File: src/rtl/grid_scan_if.sv
// Generation hand-off from CONTROL plus the LED matrix drive outputs of grid_scan.
// Latency: none, wiring only. Backpressure: grid_ready is advisory; grids offered while it is low are dropped.
interface grid_scan_if;
  logic [63:0] grid_in;
  logic        grid_valid;
  logic        grid_ready;
  logic [7:0]  row_sel;
  logic [7:0]  col_data;
  logic        frame_start;
  logic [15:0] frame_count;
  logic        stable;

  modport master (
    output grid_in, grid_valid,
    input  grid_ready, row_sel, col_data, frame_start, frame_count, stable
  );

  modport slave (
    input  grid_in, grid_valid,
    output grid_ready, row_sel, col_data, frame_start, frame_count, stable
  );
endinterface

File: src/rtl/grid_scan.sv
// Double-buffered 8x8 LED row scanner for Game-of-Life generations; optional GRID_SCAN_STABLE_EN still-life flag.
// Latency: grid accepted at edge t -> frame_start after t+1 -> row 0 lit after t+2; row = DWELL lit + BLANK dark.
// Backpressure: none toward CONTROL; a grid offered while the pending buffer is full is dropped.
module grid_scan #(
  parameter int DWELL = 4,
  parameter int BLANK = 1
) (
  input  logic     clk,
  input  logic     reset,
  grid_scan_if.slave bus
);

  typedef enum logic [1:0] {S_IDLE, S_LOAD, S_SCAN, S_BLANK} state_t;

  localparam int CW = $clog2(DWELL + BLANK + 1);

  state_t        state;
  logic [63:0]   pending;
  logic [63:0]   active;
  logic          pending_full;
  logic [2:0]    row;
  logic [CW-1:0] cnt;

  logic          grid_ready_q;
  logic [7:0]    row_sel_q;
  logic [7:0]    col_data_q;
  logic          frame_start_q;
  logic [15:0]   frame_count_q;

  logic [2:0]    next_row;
  logic          scan_end;
  logic          blank_end;
  logic          row_end;
  logic          load_now;
  logic          capture;

  assign next_row  = row + 3'd1;
  assign scan_end  = (state == S_SCAN)  && (cnt == CW'(DWELL - 1));
  assign blank_end = (state == S_BLANK) && (cnt == CW'(BLANK - 1));
  assign row_end   = (BLANK > 0) ? blank_end : scan_end;
  // Buffer swaps happen only from idle or at the end of row 7, so a frame is never torn.
  assign load_now  = pending_full && ((state == S_IDLE) || (row_end && (row == 3'd7)));
  assign capture   = bus.grid_valid && grid_ready_q;

  always_ff @(posedge clk or negedge reset) begin
    if (!reset) begin
      state         <= S_IDLE;
      pending       <= '0;
      active        <= '0;
      pending_full  <= 1'b0;
      row           <= '0;
      cnt           <= '0;
      grid_ready_q  <= 1'b1;
      row_sel_q     <= '0;
      col_data_q    <= '0;
      frame_start_q <= 1'b0;
      frame_count_q <= '0;
    end else begin
      frame_start_q <= 1'b0;
      if (load_now) begin
        state         <= S_LOAD;
        active        <= pending;
        pending_full  <= 1'b0;
        grid_ready_q  <= 1'b1;
        frame_start_q <= 1'b1;
        frame_count_q <= frame_count_q + 16'd1;
        row           <= '0;
        cnt           <= '0;
        row_sel_q     <= '0;
        col_data_q    <= '0;
      end else begin
        case (state)
          S_IDLE: begin
            row_sel_q  <= '0;
            col_data_q <= '0;
          end
          S_LOAD: begin
            state      <= S_SCAN;
            cnt        <= '0;
            row_sel_q  <= 8'd1;
            col_data_q <= active[7:0];
          end
          S_SCAN: begin
            if (scan_end) begin
              cnt <= '0;
              if (BLANK > 0) begin
                state      <= S_BLANK;
                row_sel_q  <= '0;
                col_data_q <= '0;
              end else begin
                state      <= S_SCAN;
                row        <= next_row;
                row_sel_q  <= 8'd1 << next_row;
                col_data_q <= active[{next_row, 3'b000} +: 8];
              end
            end else begin
              cnt <= cnt + CW'(1);
            end
          end
          S_BLANK: begin
            if (blank_end) begin
              // Row 7 wraps to row 0 here: the frame repeats when nothing is pending.
              cnt        <= '0;
              state      <= S_SCAN;
              row        <= next_row;
              row_sel_q  <= 8'd1 << next_row;
              col_data_q <= active[{next_row, 3'b000} +: 8];
            end else begin
              cnt <= cnt + CW'(1);
            end
          end
          default: begin
            state      <= S_IDLE;
            row_sel_q  <= '0;
            col_data_q <= '0;
          end
        endcase
      end
      if (capture) begin
        pending      <= bus.grid_in;
        pending_full <= 1'b1;
        grid_ready_q <= 1'b0;
      end
    end
  end

  assign bus.grid_ready  = grid_ready_q;
  assign bus.row_sel     = row_sel_q;
  assign bus.col_data    = col_data_q;
  assign bus.frame_start = frame_start_q;
  assign bus.frame_count = frame_count_q;

`ifdef GRID_SCAN_STABLE_EN
  logic stable_q;

  // Compared before the copy, so the first load after reset tests against an all-zero board.
  always_ff @(posedge clk or negedge reset) begin
    if (!reset) begin
      stable_q <= 1'b0;
    end else if (load_now) begin
      stable_q <= (pending == active);
    end
  end

  assign bus.stable = stable_q;
`else
  assign bus.stable = 1'b0;
`endif

endmodule
File: src/flat_wrapper.sv
// flat-port wrapper written by rule: the top's interface ports become plain ports
module grid_scan_flat 
#(
  parameter int DWELL = 4,
  parameter int BLANK = 1
)
  (clk, reset, bus_grid_in, bus_grid_valid, bus_grid_ready, bus_row_sel, bus_col_data, bus_frame_start, bus_frame_count, bus_stable);
  grid_scan_if bus_i ();
  input  logic clk;
  input  logic reset;
  input wire logic [$bits(bus_i.grid_in)-1:0] bus_grid_in;
  input wire logic [$bits(bus_i.grid_valid)-1:0] bus_grid_valid;
  output wire logic [$bits(bus_i.grid_ready)-1:0] bus_grid_ready;
  output wire logic [$bits(bus_i.row_sel)-1:0] bus_row_sel;
  output wire logic [$bits(bus_i.col_data)-1:0] bus_col_data;
  output wire logic [$bits(bus_i.frame_start)-1:0] bus_frame_start;
  output wire logic [$bits(bus_i.frame_count)-1:0] bus_frame_count;
  output wire logic [$bits(bus_i.stable)-1:0] bus_stable;
  assign bus_i.grid_in = bus_grid_in;
  assign bus_i.grid_valid = bus_grid_valid;
  assign bus_grid_ready = bus_i.grid_ready;
  assign bus_row_sel = bus_i.row_sel;
  assign bus_col_data = bus_i.col_data;
  assign bus_frame_start = bus_i.frame_start;
  assign bus_frame_count = bus_i.frame_count;
  assign bus_stable = bus_i.stable;
  grid_scan #(.DWELL(DWELL), .BLANK(BLANK)) u_core (.clk(clk), .reset(reset), .bus(bus_i));
endmodule
File: config.mk
export PLATFORM = sky130hd
export DESIGN_NAME = grid_scan_flat
export DESIGN_NICKNAME = d
export VERILOG_FILES = /design/src/rtl/grid_scan_if.sv /design/src/rtl/grid_scan.sv /design/src/flat_wrapper.sv
export SDC_FILE = /design/constraint.sdc
export NUM_CORES = 1
export LEC_CHECK = 0
export CELL_PAD_IN_SITES_DETAIL_PLACEMENT = 1
export CELL_PAD_IN_SITES_GLOBAL_PLACEMENT = 2
export CORE_UTILIZATION = 36
export DETAILED_ROUTE_END_ITERATION = 10
export PLACE_DENSITY = 0.84
export RECOVER_POWER = 25
export SLEW_MARGIN = 15
export SYNTH_ARGS = -nofsm -noshare
export SYNTH_HDL_FRONTEND = slang
export SYNTH_SLANG_ARGS = --single-unit
File: constraint.sdc
create_clock -name clk -period 2.9 [get_ports clk]
set_input_delay 0.58 -clock clk [delete_from_list [all_inputs] [get_ports clk]]
set_output_delay 0.58 -clock clk [all_outputs]
set_load 0.1 [all_outputs]
After elaboration in Yosys (flattened, before gate mapping). Cells that the tools add are included.

Reductions and logical operators: 15. Shift-type cells: 2. $add $sub $neg: 3. Eq/ne operators: 7. Muxes and demuxes: 23.

Operators with widths (count): one-hot mux 8 bit (4 select lines) (2); indexed part select 64 x 7 -> 8 bit (1); two-way mux 8 bit (5); two-way mux 3 bit (6); adder 16 x 1 -> 16 bit, second input constant (1); one-hot mux 3 bit (3 select lines) (1); left shift 1 x 3 -> 8 bit, first input constant (1); adder 3 x 1 -> 3 bit, second input constant (2); two-way mux 2 bit (3); inequality test 3 x 1 -> 1 bit, second input constant (2); one-hot mux 2 bit (3 select lines) (1); nonzero test 2 bit (3); logical AND 1 bit (5); two-way mux 1 bit (5); equality test 2 bit, second input constant (2); AND reduction 2 bit (2); nonzero test 4 bit (1); equality test 3 x 2 -> 1 bit, second input constant (1); equality test 3 bit, second input constant (1); logical NOT 3 bit (1); AND reduction 3 bit (1); equality test 2 x 1 -> 1 bit, second input constant (1); logical NOT 2 bit (1); logical OR 1 bit (1).

Word-level logic and storage cells: 61. Bits in registers: 171. Output and inout bits: 35. Input port bits: 67.

Depth between registers and ports, before layout. Gate-level depths: netlist of run 1.

Depth after elaboration: 7. Gate-level depth with buffers: 10. Depth with buffers taken out: 7.

Worst setup path before layout of run 1. No wires, ideal clock.

Path type: reg-to-reg. Start point: register u_core.frame_count_q[4], in the netlist u_core.bus.frame_count[4]. End point: register u_core.frame_count_q[12], in the netlist u_core.bus.frame_count[12]. Data required time: 2741 ps. Stages on the path, launching flop included: 6. Arrival: 1915 ps. Path buffers: 1. Setup time: 159 ps. Setup slack: 827 ps. Clock period less this slack: 2073 ps. Cell sequence: dfrtp_1 and3_1 clkbuf_1 and4_1 nand4_1 xnor2_1.

Longest elaborated chain between the ends: 1.

RTL lines: start: declaration (line grid_scan.sv:28) `logic [15:0] frame_count_q;`; start signal: assignment (line grid_scan.sv:66) `frame_count_q <= frame_count_q + 16'd1;`; adder 16 x 1 -> 16 bit (line grid_scan.sv:66).

Every way passes these cells. A chain may end at the register's enable or synchronous reset.

Final worst setup path of run 1.
Start point: register u_core.row[1]. End point: register u_core.active[51].

Longest elaborated chain between the ends: 4.

RTL lines: start: declaration (line grid_scan.sv:21) `logic [2:0] row;`; start signal: assignment (line grid_scan.sv:92) `row <= next_row;`; start signal: assignment (line grid_scan.sv:105) `row <= next_row;`; equality test 3 bit (line grid_scan.sv:42) `assign load_now = pending_full && ((state == S_IDLE) || (row_end && (row == 3'd7)));`; logical AND 1 bit (line grid_scan.sv:42); logical OR 1 bit (line grid_scan.sv:42); logical AND 1 bit (line grid_scan.sv:42); end signal: assignment (line grid_scan.sv:62) `active <= pending;`; end: declaration (line grid_scan.sv:19) `logic [63:0] active;`.

Every way passes these cells.

==> results of run 1 <==
## sequential cells by signal, indices dropped and copies added (netlist names), 2 cells and up
register                cells
u_core.bus.col_data         8
u_core.active              64
u_core.bus.frame_count     16
u_core.state                2
u_core.row                  3
u_core.cnt                  3
u_core.pending             64
u_core.bus.row_sel          8
## per-layer routing
metal / vias up / global-route usage [%] / routed length [µm]
li1: 2265 / - / -
met1: 2502 / 24.2 / 7790
met2: 80 / 30.2 / 8720
met3: 2 / 3.53 / 560
met4: 0 / 5.71 / 53
met5: - / 0 / 0
## metrics by stage
stage | power, µW | instance area, µm² | setup slack [ns]
floorplan | 4930 | 7230 | 0.827
global placement | 5500 | 8420 | 0.663
detailed placement | 5620 | 8420 | 0.542
CTS | 8120 | 9050 | 0.518
global route | 8450 | 9020 | 0.383
finish | 8000 | 9020 | 0.537
## layout by cell type (no fill, tap or decap), drive strengths merged, types with 2 or more instances in the layout
cell           count
nor3               5
dfrtp            170
a21oi              2
xor2               4
clkinv             7
and3               3
clkbuf            21
bufinv             5
a22oi              8
mux2i             11
nor2               5
o31ai              4
nand2            218
o211ai             2
mux2              64
o21ai             16
ha                10
buf               41
mux4              16
inv               10
nand4              6
and4               3
clkdlybuf4s50     65
nand3              6
nor4               2
xnor2             12
## cell families (layout without fill, tap and decap cells)
| group | after synthesis | in the layout |
|---|---|---|
| AO/OA/AOI/OAI | 35 | 35 |
| multiplexers | 91 | 91 |
| flip-flops | 171 | 171 |
| buffers and inverters | 45 | 150 |
| XOR/XNOR | 16 | 16 |
| other | 1 | 1 |
| AND/OR/NAND/NOR | 253 | 253 |
| adder cells (fa/ha/maj) | 10 | 10 |
## power groups by stage
stage / logic, µW / registers (µW) / clock network [µW]
4_1_cts: 2210 / 3410 / 2510
6_report: 2150 / 3400 / 2440
3_3_place_gp: 2100 / 3400 / 0
2_1_floorplan: 1270 / 3670 / 0
3_5_place_dp: 2190 / 3430 / 0
5_1_grt: 2370 / 3480 / 2600
## area by class of cell
class	instances	area, µm²
flip-flops and latches	171	4280
multi-input cells	406	2740
clock inverters	13	200
repair buffers	109	1000
clock buffers	18	429
inverters	10	37.5
well taps	265	332
fillers	2086	10600
## worst max path at each step
stage | end | slack (ns) | cells past startpoint
after CTS | u_core.active[51] | 0.52 | 8
after detailed placement | u_core.active[51] | 0.54 | 8
final | u_core.active[51] | 0.54 | 8
after global routing | u_core.active[51] | 0.38 | 8
after global placement | u_core.active[60] | 0.66 | 8
after floorplan | u_core.bus.frame_count[12] | 0.83 | 5
==> impl_metrics.py, run 1 <==
metrics = {
    "outcome": {
        "status": "finished clean",
    },
    "sta": {
        "setup_viol": 0,
        "finalCritPeriodShare_pct": 81.5,
        "worst_hold_slack_ns": 0.446,
        "hold_viol_final": 0,
        "max_slew.worst_pin.slew_ns": 1.31,
        "report.final.slew_viol_count": 0,
        "skew_ns": 0.0114,
        "fin_crit_ns": 2.36,
        "fmax_mhz": 423,
        "fin_tns_setup_ns": 0,
        "rsz0062_at_grt": "false",
        "slew_headroom_pct": 12.6,
    },
    "synthesis": {
        "ys_seq_elements": 171,
        "synthAdderAreaFrac_pct": 1.73,
        "async_flop_share_pct": 100,
        "synth_compound_area_share_pct": 3.20,
        "synth_top_family_by_area": "multiplexers",
        "synthMuxAreaShare_pct": 16.5,
        "ys_seq_area_share_pct": 59.2,
        "synth_most_common_cell": "nand2_1",
        "synth.largest_area_cell": "dfrtp_1",
        "synth_edf_count": 0,
        "ys_types": 39,
        "synth_nets": 699,
        "syn_avg_cell_area_um2": 11.6,
        "synth_top_area_share_pct": 58.8,
        "yosys-top-cells-area": "dfrtp_1 59%, nand2_1 11%, mux2_2 10%, mux4_2 5.0%, ha_1 1.7%",
        "yosys_warnings": 0,
        "synth_xor_area_share_pct": 1.94,
        "syn_inst": 622,
        "syn-cell-area_um2": 7230,
        "synth-simple-area-share_pct": 14.4,
        "synth_common_cells": "218 x nand2_1, 170 x dfrtp_1, 64 x mux2_2",
        "ys.flop_type": "dfrtp_1",
    },
    "cts": {
        "cts_tree": "built",
        "clockBufferDepth": 2,
        "htree_levels": 4,
        "cts_setup_buffers": 0,
        "clk_pin_slew_ns": 0.06,
        "numCtsBuffers": 17,
        "insertion_delay_ns": 0.42,
        "root_buffer": "clkbuf_16",
        "cts-resized-gates": 0,
        "hold_buffers": 0,
        "cts.sinks": 171,
    },
    "pwr": {
        "p_comb_share_pct": 26.9,
        "power.leakage_uw": 0.00423,
        "power.switching_uw": 2590,
        "clockPowerShare_pct": 30.5,
        "max-vdd-ir-drop_mv": 0.512,
        "p_seq_share_pct": 42.6,
        "pwr_density_cell_nw_per_um2": 887,
        "p_sw_share_pct": 32.4,
        "internal_power_uw": 5410,
    },
    "setup_path": {
        "crit_fanout": 45,
        "crit_family": "buffers and inverters",
        "worstSetupEndpointType": "flip-flop",
        "rr_startpoint": "u_core.row[1]",
        "critical_path.startpoint": "u_core.row[1]",
        "cpMaxStageDelayCell": "buf_4",
        "ff2ff_setup_slack_ns": 0.54,
        "slowest_delay_ns": 0.48,
        "crit_required_ns": 3.25,
        "critPathBufInv": 2,
        "cp_cell_sequence": "ha_1 > ha_1 > and2_1 > a21oi_4 > buf_4 > buf_4 > nand2_1 > nand2_1",
        "r2r_end": "u_core.active[51]",
        "cp.arrival_ns": 2.72,
        "critical_path_class": "flip-flop to flip-flop",
        "cp-start-kind": "flip-flop",
        "r2r_cells": 8,
    },
    "die": {
        "initial_core_util_pct": 36.9,
        "row_count": 51,
        "die_width_um": 144,
        "num_io_pins": 102,
        "core_area_um2": 19600,
        "dieArea_um2": 20700,
        "die_y_um": 144,
    },
    "worst_hold_path": {
        "hold_path_class": "primary input to asynchronous set/reset pin",
    },
    "final_layout": {
        "diodes": 0,
        "drive_gt1_share_pct": 22.1,
        "area_growth_pct": 24.7,
        "nNetsFinal": 792,
        "finalNonFillerCells": 992,
        "final_util_pct": 46.0,
    },
    "global_routing": {
        "grt_pass1_vias": 5245,
        "overflow": 0,
        "grt_first_pass_wirelength_um": 28500,
        "grt_usage_pct": 18.3,
        "grt_max_degree": 66,
        "antenna_found_initial": 0,
    },
    "place": {
        "hpwlAfterDp_um": 11500,
        "placed_cells": 961,
        "io_buffers": 100,
        "globalplace.congestion": 0.758,
    },
    "run": {
        "drv_cap": 0,
    },
    "detailed_routing": {
        "avgViaCountPerCell": 4.89,
        "first_pass_iters": 4,
        "ant_nets": 0,
        "wl_per_cell_um": 17.3,
        "drtIter0Drc": 236,
        "wirelength_um": 17100,
        "num_vias": 4849,
        "drc_errors": 0,
    },
}
(Power assumes the default switching activity.)
==> inputs of run 2 (changes only) <==
==> constraint.sdc (replaced) <==
create_clock -name clk -period 2.43 [get_ports clk]
set_input_delay 0.486 -clock clk [delete_from_list [all_inputs] [get_ports clk]]
set_output_delay 0.486 -clock clk [all_outputs]
set_load 0.1 [all_outputs]
==> run 2 against run 1 <==
Compared with the run above:
- setup slack lost 0.17 ns
- non-clock buffer count grew 1
- clock power grew 8.2%
- highest routed layer unchanged
- core utilization shrank 0.096 points
- critical endpoint is now u_core.bus.frame_count[7]
- largest power group unchanged
- die area is the same
- global-route usage shrank 0.26 points
- largest cell class unchanged
- sequential power grew 21%
==> impl_metrics.py, run 2 (synthesis results as in run 1) <==
metrics = {
    "final_layout": {
        "final_util_pct": 45.9,
        "drive_gt1_share_pct": 22.2,
        "diodes": 0,
        "register_area_um2": 4280,
        "nNetsFinal": 793,
        "final_common_cell": "nand2_1",
        "nFillCells": 2087,
        "mostFrequentLayoutCells": "217 x nand2_1, 170 x dfrtp_1, 65 x clkdlybuf4s50_1",
        "multi_input_area_um2": 2740,
        "area_growth_pct": 24.5,
    },
    "cts": {
        "cts_setup_buffers": 0,
        "cts-resized-gates": 0,
        "clockBufferDepth": 2,
        "htree_levels": 4,
        "root_buffer": "clkbuf_16",
        "numCtsBuffers": 17,
        "insertion_delay_ns": 0.42,
        "clk_pin_slew_ns": 0.07,
        "cts.sinks": 171,
        "hold_buffers": 0,
        "cts_tree": "built",
    },
    "detailed_routing": {
        "drc_errors": 0,
        "wl_per_cell_um": 16.9,
        "wirelength_um": 16800,
        "drtIter0Drc": 183,
        "first_pass_iters": 4,
        "num_vias": 4813,
        "ant_nets": 0,
        "avgViaCountPerCell": 4.84,
    },
    "sta": {
        "worst_hold_slack_ns": 0.404,
        "finalCritPeriodShare_pct": 85.0,
        "slew_headroom_pct": 3.98,
        "hold_viol_final": 0,
        "report.final.slew_viol_count": 0,
        "rsz0062_at_grt": "false",
        "fin_tns_setup_ns": 0,
        "max_slew.worst_pin.slew_ns": 1.44,
        "fin_crit_ns": 2.07,
        "fmax_mhz": 484,
        "skew_ns": 0.00881,
        "setup_viol": 0,
    },
    "setup_path": {
        "r2r_end": "u_core.bus.frame_count[7]",
        "ff2ff_setup_slack_ns": 0.36,
        "rr_startpoint": "u_core.cnt[0]",
        "critical_path_class": "flip-flop to flip-flop",
        "r2r_cells": 8,
        "crit_fanout": 79,
        "crit_required_ns": 2.74,
        "cp-start-kind": "flip-flop",
        "worstSetupEndpointType": "flip-flop",
        "cp.arrival_ns": 2.38,
    },
    "worst_hold_path": {
        "hold_path_class": "primary input to asynchronous set/reset pin",
    },
    "global_routing": {
        "grt_first_pass_wirelength_um": 28000,
        "grt_usage_pct": 18.0,
        "grt_max_degree": 80,
        "antenna_found_initial": 0,
        "grt_pass1_vias": 5235,
        "overflow": 0,
    },
    "die": {
        "row_count": 51,
        "initial_core_util_pct": 36.9,
        "dieArea_um2": 20700,
        "die_y_um": 144,
        "die_width_um": 144,
        "num_io_pins": 102,
        "core_area_um2": 19600,
    },
    "outcome": {
        "status": "finished clean",
    },
    "run": {
        "drv_cap": 0,
    },
    "place": {
        "globalplace.congestion": 0.771,
        "hpwlAfterDp_um": 11900,
        "io_buffers": 100,
    },
    "pwr": {
        "power.leakage_uw": 0.00422,
        "max-vdd-ir-drop_mv": 0.556,
        "pwr_density_cell_nw_per_um2": 1030,
    },
}
run 2: area by class of cell:
type                            instances  share of cell area (%)
Tap cell                              265                    3.68
Multi-Input combinational cell        406                    30.4
Clock inverter                         11                    1.24
Timing Repair Buffer                  110                    11.5
Sequential cell                       171                    47.6
Clock buffer                           21                    5.23
Inverter                               10                   0.417
run 2: worst max path at each step:
stage | slack [ns] | start | cells after the start | endpoint
floorplan | 0.36 | u_core.bus.frame_count[4] | 5 | u_core.bus.frame_count[12]
global placement | 0.47 | u_core.cnt[0] | 8 | u_core.bus.frame_count[13]
detailed placement | 0.36 | u_core.cnt[1] | 8 | u_core.bus.frame_count[6]
CTS | 0.35 | u_core.cnt[0] | 8 | u_core.bus.frame_count[7]
global route | 0.19 | reset | 2 | u_core.state[0]
finish | 0.36 | u_core.cnt[0] | 8 | u_core.bus.frame_count[7]
run 2: per-layer routing:
metal  vias to the layer above  track usage (%)  wire [µm]  share of wire, %
met3                        17             3.20        443               2.6
li1                       2260                -          -                 -
met4                         0             7.00        317               1.9
met5                         -                0          0                 0
met2                        93             29.9       8470                50
met1                      2443             23.4       7620                45
run 2: metrics by stage:
stage / std cells / total power [µW] / cell area [µm²] / setup slack [ns]
6_report: 994 / 9280 / 9000 / 0.364
3_3_place_gp: 962 / 6590 / 8440 / 0.469
4_1_cts: 994 / 9400 / 9020 / 0.346
2_1_floorplan: 622 / 5890 / 7230 / 0.357
3_5_place_dp: 962 / 6720 / 8440 / 0.356
5_1_grt: 994 / 9800 / 9000 / 0.193
run 2: power breakdown:
| part | internal [µW] | switching, µW |
|---|---|---|
| logic | 1080 | 1440 |
| registers | 3570 | 561 |
| clock network | 1510 | 1130 |
| total | 6150 | 3130 |
run 2: critical path: stages (launching register included):
cell and delay (ns):
dfrtp_1 0.42, inv_1 0.07, ha_1 0.19, and4b_1 0.42, a21oi_4 0.13, inv_2 0.09
buf_12 0.29, nand4_1 0.18, xnor2_1 0.16
